## config.mk

```make
export PLATFORM = sky130hd
export DESIGN_NAME = mlp_activation_collector
export DESIGN_NICKNAME = d
export VERILOG_FILES = /design/src/rtl/mlp_activation_collector.sv
export SDC_FILE = /design/constraint.sdc
export NUM_CORES = 1
export LEC_CHECK = 0
export BUFFER_PORTS_ARGS = -buffer_cell sky130_fd_sc_hd__buf_2
export CORE_ASPECT_RATIO = 0.6
export CORE_MARGIN = 2
export CORE_UTILIZATION = 52
export CTS_CLUSTER_DIAMETER = 150
export DETAILED_ROUTE_END_ITERATION = 7
export PLACE_DENSITY = 0.72
export SLEW_MARGIN = 40
export SYNTH_ARGS = -nofsm -noshare
export SYNTH_HDL_FRONTEND = slang
export SYNTH_SLANG_ARGS = --single-unit
```

## constraint.sdc

```tcl
create_clock -name clk -period 4.7 [get_ports clk]
set_input_delay 0.235 -clock clk [delete_from_list [all_inputs] [get_ports clk]]
set_output_delay 0.235 -clock clk [all_outputs]
set_load 0.02 [all_outputs]
```

## src/rtl/mlp_activation_collector.sv

```systemverilog
// Collects paired neighbourhood reads into a buffer of signed time-decay features and streams the patch out.
// Optional MLP_ACT_SELF_MASK_EN forces the centre entry (the event's own pixel) to zero.
module mlp_activation_collector #(
  parameter int TIMESTAMP_BITS = 16,
  parameter int POLARITY_BITS  = 2,
  parameter int NUM_ACT        = 25,
  parameter int WINDOW_LOG2    = 12,
  parameter int FEAT_BITS      = 8,
  parameter int IDX_BITS       = 5
) (
  input  logic                      clk,
  input  logic                      rst_n,
  input  logic                      start,
  input  logic [TIMESTAMP_BITS-1:0] ref_timestamp,
  input  logic [TIMESTAMP_BITS-1:0] act_ts0,
  input  logic [POLARITY_BITS-1:0]  act_pol0,
  input  logic [TIMESTAMP_BITS-1:0] act_ts1,
  input  logic [POLARITY_BITS-1:0]  act_pol1,
  input  logic                      act_vld,
  input  logic                      act_done,
  output logic [FEAT_BITS-1:0]      feat_data,
  output logic [IDX_BITS-1:0]       feat_idx,
  output logic                      feat_vld,
  input  logic                      feat_rdy,
  output logic                      feat_last,
  output logic                      busy,
  output logic                      patch_done,
  output logic                      short_patch,
  output logic                      overflow
);

  typedef enum logic [1:0] {IDLE, COLLECT, DRAIN} state_t;

  localparam int SHIFT = WINDOW_LOG2 - FEAT_BITS + 1;
  localparam logic [TIMESTAMP_BITS:0] WINDOW  = {{TIMESTAMP_BITS{1'b0}}, 1'b1} << WINDOW_LOG2;
  localparam logic [TIMESTAMP_BITS:0] MAG_MAX = (TIMESTAMP_BITS+1)'((1 << (FEAT_BITS-1)) - 1);
  localparam logic [IDX_BITS:0]       NUM_W   = (IDX_BITS+1)'(NUM_ACT);
  localparam logic [IDX_BITS-1:0]     LAST_IDX = IDX_BITS'(NUM_ACT-1);
  localparam logic [POLARITY_BITS-1:0] POL_ON  = POLARITY_BITS'(1);
  localparam logic [POLARITY_BITS-1:0] POL_OFF = POLARITY_BITS'(2);
`ifdef MLP_ACT_SELF_MASK_EN
  localparam logic [IDX_BITS-1:0]     CENTRE  = IDX_BITS'(NUM_ACT/2);
`endif

  state_t                      state;
  logic [TIMESTAMP_BITS-1:0]   ref_q;
  logic [IDX_BITS:0]           wr_ptr;
  logic [IDX_BITS-1:0]         rd_ptr;
  logic [FEAT_BITS-1:0]        feat_buf [0:NUM_ACT-1];

  logic [FEAT_BITS-1:0]        feat0, feat1;
  logic [IDX_BITS:0]           wr_next1, wr_next2;
  logic [IDX_BITS-1:0]         idx0, idx1, rd_next;
  logic                        fill;

  // Linear decay over the window; the subtraction wraps so timestamps that rolled over still decay correctly.
  function automatic logic [FEAT_BITS-1:0] decay_feat(
    input logic [TIMESTAMP_BITS-1:0] ref_ts,
    input logic [TIMESTAMP_BITS-1:0] ts,
    input logic [POLARITY_BITS-1:0]  pol
  );
    logic [TIMESTAMP_BITS-1:0] dt;
    logic [TIMESTAMP_BITS:0]   mag;
    logic [FEAT_BITS-1:0]      mag_f;
    dt = ref_ts - ts;
    mag = (WINDOW - {1'b0, dt}) >> SHIFT;
    if (mag > MAG_MAX) mag = MAG_MAX;
    mag_f = mag[FEAT_BITS-1:0];
    decay_feat = '0;
    if ({1'b0, dt} < WINDOW) begin
      if (pol == POL_ON)       decay_feat = mag_f;
      else if (pol == POL_OFF) decay_feat = -mag_f;
    end
  endfunction

  always_comb begin
    wr_next1 = wr_ptr + (IDX_BITS+1)'(1);
    wr_next2 = wr_ptr + (IDX_BITS+1)'(2);
    idx0     = wr_ptr[IDX_BITS-1:0];
    idx1     = wr_next1[IDX_BITS-1:0];
    fill     = (wr_next2 >= NUM_W);
    rd_next  = rd_ptr + IDX_BITS'(1);
    feat0    = decay_feat(ref_q, act_ts0, act_pol0);
    feat1    = decay_feat(ref_q, act_ts1, act_pol1);
`ifdef MLP_ACT_SELF_MASK_EN
    if (idx0 == CENTRE) feat0 = '0;
    if (idx1 == CENTRE) feat1 = '0;
`endif
  end

  assign busy = (state != IDLE);

  always_ff @(posedge clk or negedge rst_n) begin
    if (!rst_n) begin
      state       <= IDLE;
      ref_q       <= '0;
      wr_ptr      <= '0;
      rd_ptr      <= '0;
      feat_data   <= '0;
      feat_idx    <= '0;
      feat_vld    <= 1'b0;
      feat_last   <= 1'b0;
      patch_done  <= 1'b0;
      short_patch <= 1'b0;
      overflow    <= 1'b0;
      for (int i = 0; i < NUM_ACT; i++) feat_buf[i] <= '0;
    end else begin
      patch_done <= 1'b0;
      overflow   <= act_vld && (state != COLLECT);
      case (state)
        IDLE: begin
          if (start) begin
            ref_q       <= ref_timestamp;
            wr_ptr      <= '0;
            short_patch <= 1'b0;
            for (int i = 0; i < NUM_ACT; i++) feat_buf[i] <= '0;
            state       <= COLLECT;
          end
        end
        COLLECT: begin
          if (act_vld) begin
            feat_buf[idx0] <= feat0;
            if (wr_next1 < NUM_W) feat_buf[idx1] <= feat1;
            wr_ptr <= fill ? NUM_W : wr_next2;
          end
          // A beat that completes the patch wins over a simultaneous act_done, so it is not short.
          if (act_vld && fill) begin
            state <= DRAIN;
          end else if (act_done) begin
            state       <= DRAIN;
            short_patch <= 1'b1;
          end
        end
        DRAIN: begin
          if (!feat_vld) begin
            feat_vld  <= 1'b1;
            feat_data <= feat_buf[rd_ptr];
            feat_idx  <= rd_ptr;
            feat_last <= (rd_ptr == LAST_IDX);
          end else if (feat_rdy) begin
            if (feat_last) begin
              feat_vld   <= 1'b0;
              feat_data  <= '0;
              feat_idx   <= '0;
              feat_last  <= 1'b0;
              rd_ptr     <= '0;
              patch_done <= 1'b1;
              state      <= IDLE;
            end else begin
              rd_ptr    <= rd_next;
              feat_data <= feat_buf[rd_next];
              feat_idx  <= rd_next;
              feat_last <= (rd_next == LAST_IDX);
            end
          end
        end
        default: state <= IDLE;
      endcase
    end
  end

endmodule

```

[Word-level counts from Yosys, hierarchy flattened]
Cells that the tools add are included.
Storage, ports and cells
  word-level logic and storage cells: 147
  output and inout port bits: 19
  flip-flop bits (word level): 247
Cells by class
  order comparisons: 12
  muxes and demuxes: 55
  reduce and logical (&&, ||, !) cells: 13
  equal/unequal tests: 18
  bitwise logic cells: 4
  $add $sub $neg: 9
Operators with widths (count)
  2-to-1 mux 200 bit: 3
  bitwise mux 200 bit: 2
  case mux 200 bit (2 select lines): 1
  2-to-1 mux 8 bit: 17
  binary-select mux 8 bit (select 5 bit): 2
  demux 8 bit (select 5 bit): 2
  subtractor 13 x 16 -> 17 bit (first input constant): 2
  less-than comparator 16 x 13 -> 1 bit (second input constant): 2
  subtractor 16 bit: 2
  >= comparator 6 bit (second input constant): 4
  > comparator 12 x 7 -> 1 bit (second input constant): 2
  inverter 5 -> 6 bit: 4
  2-to-1 mux 6 bit: 3
  negation 8 bit: 2
  2-to-1 mux 5 bit: 3
  inequality test 2 bit (second input constant): 7
  2-to-1 mux 1 bit: 13
  less-than comparator 6 x 1 -> 1 bit (second input constant): 2
  2-to-1 mux 2 bit: 6
  case mux 6 bit (2 select lines): 1
  equality test 5 bit (second input constant): 2
  adder 6 x 1 -> 6 bit (second input constant): 1
  adder 6 x 2 -> 6 bit (second input constant): 1
  equality test 2 x 1 -> 1 bit (second input constant): 3
  other kinds (15): 24

[Longest topological paths before layout]
Gate-level depths: netlist of run 1.
  word-level depth: 13
  depth in mapped cells: 22
  gate-level depth less buffers: 19

[Worst setup path before layout of run 1]
No wires, ideal clock.
  kind: flip-flop to flip-flop
  from: register ref_q[0]
  to: register feat_buf[140] (netlist bit)
  required time: 4.610 ns
  path slack: -0.030 ns
  cell stages (with the launch flop): 22
  path buffers: 3
  setup time: 0.090 ns
  arrival: 4.640 ns
  cell sequence: dfrtp_1 inv_1 ha_1 fa_1 nand2b_1 a21oi_2 o221ai_1 o311a_1 buf_2 or3_4 nor4_4 xor2_2 or2_1 buf_4 nor2_1 ha_1 o41ai_1 xnor2_1 o32ai_1 nand3_1 buf_2 o211ai_1
On the way
  cells in the longest elaborated chain, start to end: 13
  elaborated cells between the ends (all ways): 23
  classes of those cells: 6 x add/sub; 4 x order compare; 13 x mux
Ends and longest elaborated chain
  start, declared: line 46  | logic [TIMESTAMP_BITS-1:0] ref_q;
  start signal, assigned: line 113  | ref_q <= ref_timestamp;
  subtractor 16 bit: line 65  | dt = ref_ts - ts;
  subtractor 13 x 16 -> 17 bit: line 66  | mag = (WINDOW - {1'b0, dt}) >> SHIFT;
  > comparator 12 x 7 -> 1 bit: line 67  | if (mag > MAG_MAX) mag = MAG_MAX;
  2-to-1 mux 8 bit: line 67
  negation 8 bit: line 72  | else if (pol == POL_OFF) decay_feat = -mag_f;
  2-to-1 mux 8 bit: line 72
  2-to-1 mux 8 bit: line 71  | if (pol == POL_ON) decay_feat = mag_f;
  2-to-1 mux 8 bit: line 70  | if ({1'b0, dt} < WINDOW) begin
  bitwise mux 200 bit: line 122  | feat_buf[idx0] <= feat0;
  bitwise mux 200 bit: line 123  | if (wr_next1 < NUM_W) feat_buf[idx1] <= feat1;
  2-to-1 mux 200 bit (*): line 123
  2-to-1 mux 200 bit (*): line 121  | if (act_vld) begin
  case mux 200 bit (2 select lines) (*): line 110  | case (state)
  end signal, assigned by index: line 122
  end signal, assigned by index: line 123
  end, declared: line 49  | logic [FEAT_BITS-1:0] feat_buf [0:NUM_ACT-1];
Every way passes the cells marked *; elsewhere a longest branch is shown, timed or not. The select of a mux whose other input is x is not followed.
A chain may end at the register's enable or synchronous reset.

[Final worst setup path of run 1]
  from: register ref_q[0]
  to: register feat_buf[44] (netlist bit)
Same word-level chain as after synthesis.

==> results of run 1 <==
[state kept, by name, indices dropped and copies added (netlist names)]
register,cells
feat_buf,200
feat_data,8
feat_idx,5
feat_last,1
feat_vld,1
overflow,1
patch_done,1
rd_ptr,5
ref_q,16
short_patch,1
state,2
wr_ptr,6
[layout make-up]
| class | count | area (um^2) | share of cell area [%] |
|---|---|---|---|
| diodes | 1 | 2.50 | 0.0113 |
| clock buffers | 33 | 748 | 3.36 |
| clock inverters | 16 | 194 | 0.872 |
| inverters | 49 | 184 | 0.827 |
| multi-input cells | 1774 | 12800 | 57.6 |
| flip-flops and latches | 247 | 6190 | 27.8 |
| well taps | 513 | 642 | 2.89 |
| repair buffers | 187 | 1480 | 6.66 |
[metal layers]
metal | track usage [%] | vias to the layer above | part of all wire [%]
met5 | 3.73 | - | 0.27
met4 | 7.85 | 6 | 2.4
met3 | 20.1 | 189 | 19
met2 | 48.9 | 1618 | 38
met1 | 55.5 | 9827 | 41
li1 | - | 8613 | -
[synthesized netlist by cell type, drive strengths merged, types with 18 or more instances]
library cell  number
nand2            278
a21oi            274
dfrtp            247
nor2             184
o21ai            158
clkbuf           128
mux4             104
a221oi            82
o211ai            57
nand3             56
a211oi            51
inv               49
buf               41
ha                36
a22oi             35
nor3              33
and3              32
o22ai             32
mux2i             31
nand2b            28
nor2b             26
mux2              25
o31ai             20
or2               18
[cells by family after synthesis]
logic type / count (synthesis) / synth area share [%]
adders and majority gates: 38 / 2.50
AOI/OAI and AO/OA: 823 / 28.0
buffers and inverters: 218 / 4.46
xor gates and xnor gates: 34 / 1.63
muxes: 160 / 15.0
DFF: 247 / 31.5
and+or+nand+nor: 719 / 17.0
[worst reg2reg max path, stage by stage, from the launching register on]
cell	delay (ns)
dfrtp_1	0.32
inv_1	0.08
ha_1	0.22
fa_1	0.45
xnor2_1	0.24
nor3_2	0.21
nor4b_2	0.27
a211oi_2	0.12
or3_1	0.42
nor4_4	0.19
xor2_2	0.11
or2_1	0.27
nor2_1	0.14
ha_2	0.24
nand4_1	0.11
o41ai_2	0.08
xnor2_1	0.11
o32ai_1	0.27
nand3_1	0.16
buf_12	0.21
o211ai_1	0.24
[final timing paths]
path                            depth (start not counted)  slack (ns)                        to
worst max register to register                         20        0.13  feat_buf[44]$_DFFE_PN0P_
max in group asynchronous                               4        3.46     ref_q[13]$_DFFE_PN0P_
worst min-delay path                                    4        0.05   short_patch$_DFFE_PN0P_
min in group asynchronous                               2        0.13  feat_buf[39]$_DFFE_PN0P_
worst min register to register                          2        0.50   short_patch$_DFFE_PN0P_
worst max-delay path                                   20        0.13  feat_buf[44]$_DFFE_PN0P_
[power by group through the flow]
stage	Clock [mW]	Sequential (mW)	Combinational, mW
CTS	2.34	2.62	6.25
global placement	0	2.64	6.05
detailed placement	0	2.66	6.21
finish	2.36	2.64	6.60
floorplan	0	2.61	4.26
global route	2.42	2.66	7.02
[placed cells by master, fill, tap and decap left out, types with 15 or more instances in the layout]
cell / netlist / layout
a211oi_1: 49 / 47
a21oi_1: 270 / 270
a221oi_1: 81 / 80
a22oi_1: 26 / 26
and2_1: 16 / 15
and3_1: 32 / 32
buf_2: 19 / 75
buf_4: 3 / 74
clkbuf_16: 0 / 27
dfrtp_1: 247 / 245
dlygate4sd3_1: 0 / 20
ha_1: 36 / 32
inv_1: 49 / 49
mux2_2: 25 / 25
mux2i_1: 30 / 30
mux4_2: 104 / 104
nand2_1: 278 / 277
nand2b_1: 28 / 27
nand3_1: 55 / 55
nor2_1: 184 / 182
nor2b_1: 26 / 25
nor3_1: 32 / 31
o211ai_1: 57 / 57
o21ai_0: 137 / 137
o22ai_1: 31 / 31
xnor2_1: 17 / 15
[per-stage QoR]
stage	power [mW]	setup slack (ns)	utilization, %	hold WS (ns)	instances
floorplan	6.87	0.00954	-	-0.0606	2239
detailed placement	8.87	0.0920	55.9	0.322	2749
global placement	8.69	0.232	55.7	0.324	2746
CTS	11.2	0.0507	59.0	0.0182	2818
finish	11.6	0.133	59.4	0.0478	2820
global route	12.1	-0.0622	59.4	0.0546	2819
[what timing repair did]
| item | in CTS | in global routing |
|---|---|---|
| resized for setup | 0 | 23 |
| hold buffers | 20 | 0 |
| endpoints found under the hold margin | 116 | 0 |
| endpoints found under the setup margin | 0 | 50 |
==> out/qor.txt, run 1 <==
Worst r2r src: ref_q[0]$_DFFE_PN0P_
Clock network fraction of design power: 20.3%
Maximum vdd drop: 0.362 mV
Post-synth top area cell: dfrtp_1
Synth async-reset ratio: 100%
Chip height: 155 um
Critical-path top delay cell: fa_1
Endpoints failing setup: 0
Num CTS Buffers: 27
Starting Density: 52.5%
Core area: 37400 um^2
Share of the synthesized area in the top cell type: 31.5%
Gp weighted congestion: 1.02
Status: complete, but fails checks
Nets: 2382
Synthesis-to-layout area growth: 13.2%
Final period util: 97.2%
Static leakage: 8.86 nW
CTS Root Cell: clkbuf_16
CP Buf/Inv Count: 2
Critical-path cell list: inv_1 > ha_1 > fa_1 > xnor2_1 > nor3_2 > nor4b_2 > a211oi_2 > or3_1 > nor4_4 > xor2_2 > or2_1 > nor2_1 > ha_2 > nand4_1 > o41ai_2 > xnor2_1 > o32ai_1 > nand3_1 > buf_12 > o211ai_1
CP Class: register to register
Final instance area: 22200 um^2
Synth cell types: 95
Comb power frac: 56.9%
Post-DP HPWL: 52700 um
NetSw: 5.60 mW
Final Max Tran Viols: 0
Yosys warning count: 0
Layout fillers: 3222
DRC viols: 1
Worst Path Required: 5.18 ns
CP Capture Type: register
Worst-Margin Slew: 0.873 ns
Worst path arrival time: 5.04 ns
Max incr delay on CP: 0.45 ns
IO Port Bufs: 76
Post-synth EDFFs: 0
Setup Skew: 0.0225 ns
Full die area: 39400 um^2
Design internal power: 6.00 mW
GRT Total Usage: 38.1%
Final TNS setup: 0 ns
Dominant synthesized flop cell: dfrtp_1
Hold crit path type: primary input to register
Sequential area share after synthesis: 31.5%
TritonCTS clock tree: done
Yosys reg bits: 247
Mapped Nets: 2335
Relative slew margins: 41.7%
Clock sink count: 247
First-pass GRT wire length: 114000 um
Crit path launch: ref_q[0]$_DFFE_PN0P_
Fmax achieved: 219 MHz
Avg Inst Size Synth: 8.77 um^2
Htree depth: 1
FP Rows: 55
Min Tclk post-route: 4.57 ns
Routed WL: 75500 um
Starting DRT DRC Count: 3023
Gr ovfl total: 0
Area contributors post-synth: dfrtp_1 31%, mux4_2 12%, a21oi_1 6.9%, nand2_1 5.3%, a221oi_1 3.6%
Crit-path max FO: 25
Final hold vios: 0
CP Launch Type: register
CP top delay family: simple AND/OR/NAND/NOR gates
Worst-path clk slew: 0.08 ns
Area after DPL: 20900 um^2
Routed len/inst: 26.8 um
Net Sw Frac: 48.3%
Clk buf depth: 3
# Post-CTS Setup Buffers: 0
Synth Instances: 2239
DR vias: 20300
DRT antenna net count: 0
Most used cell, CP: xnor2_1
Hold Path Origin: start
Largest net degree at the start of global routing: 102
Ports: 77
Via density: 7.18
Failing checks: design-rule violations
DRT Pass-1 Iters: 8
Initial antenna violation count: 1
Vias in the first global route: 18900
Share of cells above drive strength 1: 19.6%
Clk_lat worst skew: 0.58 ns
Mapped cell area: 19600 um^2
Seq pwr share: 22.8%
Die X: 255 um
Max-Cap Viols: 0
Pwr/cell area: 522 nW/um^2
(Power assumes the default switching activity.)
==> run 2: changes to the inputs <==
CTS_BUF_LIST = sky130_fd_sc_hd__clkbuf_2 sky130_fd_sc_hd__clkbuf_4 sky130_fd_sc_hd__clkbuf_8   (was unset)
GPL_ROUTABILITY_DRIVEN = 0   (was unset)
RECOVER_POWER = 50   (was unset)
==> out/qor.txt, run 2 (same netlist as run 1, synthesis figures left out) <==
Htree depth: 2 (was 1)
Starting DRT DRC Count: 3801 (was 3023)
Status: complete, but fails checks (unchanged)
First-pass GRT wire length: 115000 um (was 114000 um)
Hold Path Origin: feat_rdy (was start)
Num CTS Buffers: 40 (was 27)
Max reg flops: 200 (unchanged)
Nets: 2396 (was 2382)
Setup Skew: 0.0510 ns (was 0.0225 ns)
Post-place setup slack: -0.155 ns (was 0.0920 ns)
Commonest non-fill, non-tap cell in the layout: nand2_1 (unchanged)
DRT Pass-1 Iters: 8 (unchanged)
Biggest register: feat_buf (unchanged)
Flip-flop and latch area: 6190 um^2 (about the same)
Starting Density: 52.5% (unchanged)
TritonCTS clock tree: done (unchanged)
IO Port Bufs: 76 (unchanged)
CP Launch Type: register (unchanged)
Worst-path clk slew: 0.08 ns (about the same)
Worst Path Required: 5.17 ns (was 5.18 ns)
FF-to-FF path depth: 16 (was 20)
Gr ovfl total: 0 (unchanged)
Post-route setup slack: 0.0472 ns (was 0.133 ns)
Core area: 37400 um^2 (unchanged)
Crit path launch: ref_q[5]$_DFFE_PN0P_ (was ref_q[0]$_DFFE_PN0P_)
Worst-Margin Slew: 2.00 ns (was 0.873 ns)
Relative slew margins: -33.1% (was 41.7%)
Setup crit end: feat_buf[118]$_DFFE_PN0P_ (was feat_buf[44]$_DFFE_PN0P_)
Critical-path top delay cell: dfrtp_2 (was fa_1)
Post-DP HPWL: 52700 um (about the same)
DRT antenna net count: 0 (unchanged)
Worst r2r src: ref_q[5]$_DFFE_PN0P_ (was ref_q[0]$_DFFE_PN0P_)
Flop2flop setup slack: 0.05 ns (was 0.13 ns)
Pwr/cell area: 520 nW/um^2 (was 522 nW/um^2)
Final hold vios: 0 (unchanged)
Layout fillers: 3229 (was 3222)
Top Registers: feat_buf: 200 flops, ref_q: 16 flops, feat_data: 8 flops (unchanged)
Share of cells above drive strength 1: 19.9% (was 19.6%)
Clk buf depth: 3 (unchanged)
Largest net degree at the start of global routing: 99 (was 102)
Fmax achieved: 215 MHz (was 219 MHz)
Endpoints failing setup: 0 (unchanged)
Chip height: 155 um (unchanged)
Crit-path max FO: 25 (unchanged)
Final instance area: 22300 um^2 (was 22200 um^2)
DRC viols: 4 (was 1)
Maximum vdd drop: 0.356 mV (was 0.362 mV)
Non-Filler Instances: 2843 (was 2820)
R2r endpoint: feat_buf[118]$_DFFE_PN0P_ (was feat_buf[44]$_DFFE_PN0P_)
GRT Total Usage: 38.3% (was 38.1%)
Clock sink count: 247 (unchanged)
Routed len/inst: 27.1 um (was 26.8 um)
DR vias: 20700 (was 20300)
Ports: 77 (unchanged)
Max incr delay on CP: 0.48 ns (was 0.45 ns)
CP Class: register to register (unchanged)
Worst path arrival time: 5.12 ns (was 5.04 ns)
Synthesis-to-layout area growth: 13.3% (was 13.2%)
Vias in the first global route: 19000 (was 18900)
Placed Cells: 2738 (was 2749)
Area after DPL: 20900 um^2 (about the same)
Final Max Tran Viols: 154 (was 0)
Clk_lat worst skew: 0.62 ns (was 0.58 ns)
Area of the multi-input gates: 12900 um^2 (was 12800 um^2)
CP Capture Type: register (unchanged)
Hold crit path type: primary input to register (unchanged)
CTS Root Cell: clkbuf_8 (was clkbuf_16)
Routed WL: 77200 um (was 75500 um)
Min Tclk post-route: 4.65 ns (was 4.57 ns)
Failing checks: design-rule violations, max-capacitance violations, max-slew violations (was design-rule violations)
Full die area: 39400 um^2 (unchanged)
Commonest non-fill, non-tap cells in the layout: 277 x nand2_1, 270 x a21oi_1, 244 x dfrtp_1 (was 277 x nand2_1, 270 x a21oi_1, 245 x dfrtp_1)
Via density: 7.28 (was 7.18)
Max-Cap Viols: 2 (was 0)
Initial antenna violation count: 2 (was 1)
FP Rows: 55 (unchanged)
Final period util: 99.0% (was 97.2%)
Critical-path cell list: ha_1 > a21o_1 > or3_4 > o21ai_2 > a21oi_1 > mux2i_1 > or3_4 > nor4_4 > o21a_1 > ha_1 > inv_1 > o41a_1 > mux2_2 > buf_12 > a221oi_1 > a211oi_1 (was inv_1 > ha_1 > fa_1 > xnor2_1 > nor3_2 > nor4b_2 > a211oi_2 > or3_1 > nor4_4 > xor2_2 > or2_1 > nor2_1 > ha_2 > nand4_1 > o41ai_2 > xnor2_1 > o32ai_1 > nand3_1 > buf_12 > o211ai_1)
Static leakage: 8.82 nW (was 8.86 nW)
Die X: 255 um (unchanged)
==> run 2: repair_timing <==
item / CTS / global route
gates cloned: 0 / 2
pin swaps: 1 / 7
setup endpoints to repair: 36 / 44
endpoints found under the hold margin: 115 / 0
hold buffers: 20 / 0
buffers inserted: 1 / 7
resized for setup: 5 / 30
==> run 2: worst min path at each step <==
stage | endpoint | slack, ns | depth (start not counted)
floorplan | feat_buf[0]$_DFFE_PN0P_ | -0.06 | 0
global placement | feat_buf[33]$_DFFE_PN0P_ | 0.32 | 1
detailed placement | feat_buf[34]$_DFFE_PN0P_ | 0.31 | 1
CTS | patch_done$_DFF_PN0_ | 0.12 | 3
global route | patch_done$_DFF_PN0_ | 0.19 | 3
finish | patch_done$_DFF_PN0_ | 0.14 | 3
==> run 2: area by class of cell <==
class	count	share of cell area [%]
clock buffers	64	3.65
flip-flops and latches	247	27.8
multi-input cells	1774	57.8
diodes	1	0.0112
inverters	49	0.826
clock inverters	7	0.405
repair buffers	188	6.58
well taps	513	2.88
==> run 2: routing by layer <==
layer,track usage (%),up-vias,share of wire (%)
met4,10.2,4,2.8
li1,-,8646,-
met5,0,-,0.080
met1,55.8,10000,40
met3,21.2,248,19
met2,48.0,1763,38
==> run 2: worst max-delay path, delay by kind of cell, from the launching register on <==
kind                       cells  cell delay (ns)
buffers and inverters          2             0.23
DFF                            1             0.48
muxes                          2             0.46
AOI/OAI and AO/OA              7             1.63
adders and majority gates      2             0.53
and+or+nand+nor                3             1.17
==> run 2: power breakdown <==
part           leakage, nW  switching (mW)  internal, mW
logic                 4.98            4.31          2.36
clock network        0.472           0.992          1.20
registers             3.37           0.371          2.35
total                 8.82            5.67          5.91
==> run 2: stage by stage <==
stage / TNS (ns) / power, mW / util [%] / hold WS (ns)
2_1_floorplan: 0 / 6.87 / - / -0.0606
3_3_place_gp: 0 / 8.64 / 55.5 / 0.320
3_5_place_dp: -1.38 / 8.86 / 55.7 / 0.308
4_1_cts: 0 / 11.1 / 58.8 / 0.124
5_1_grt: -1.27 / 12.1 / 59.4 / 0.193
6_report: 0 / 11.6 / 59.5 / 0.142
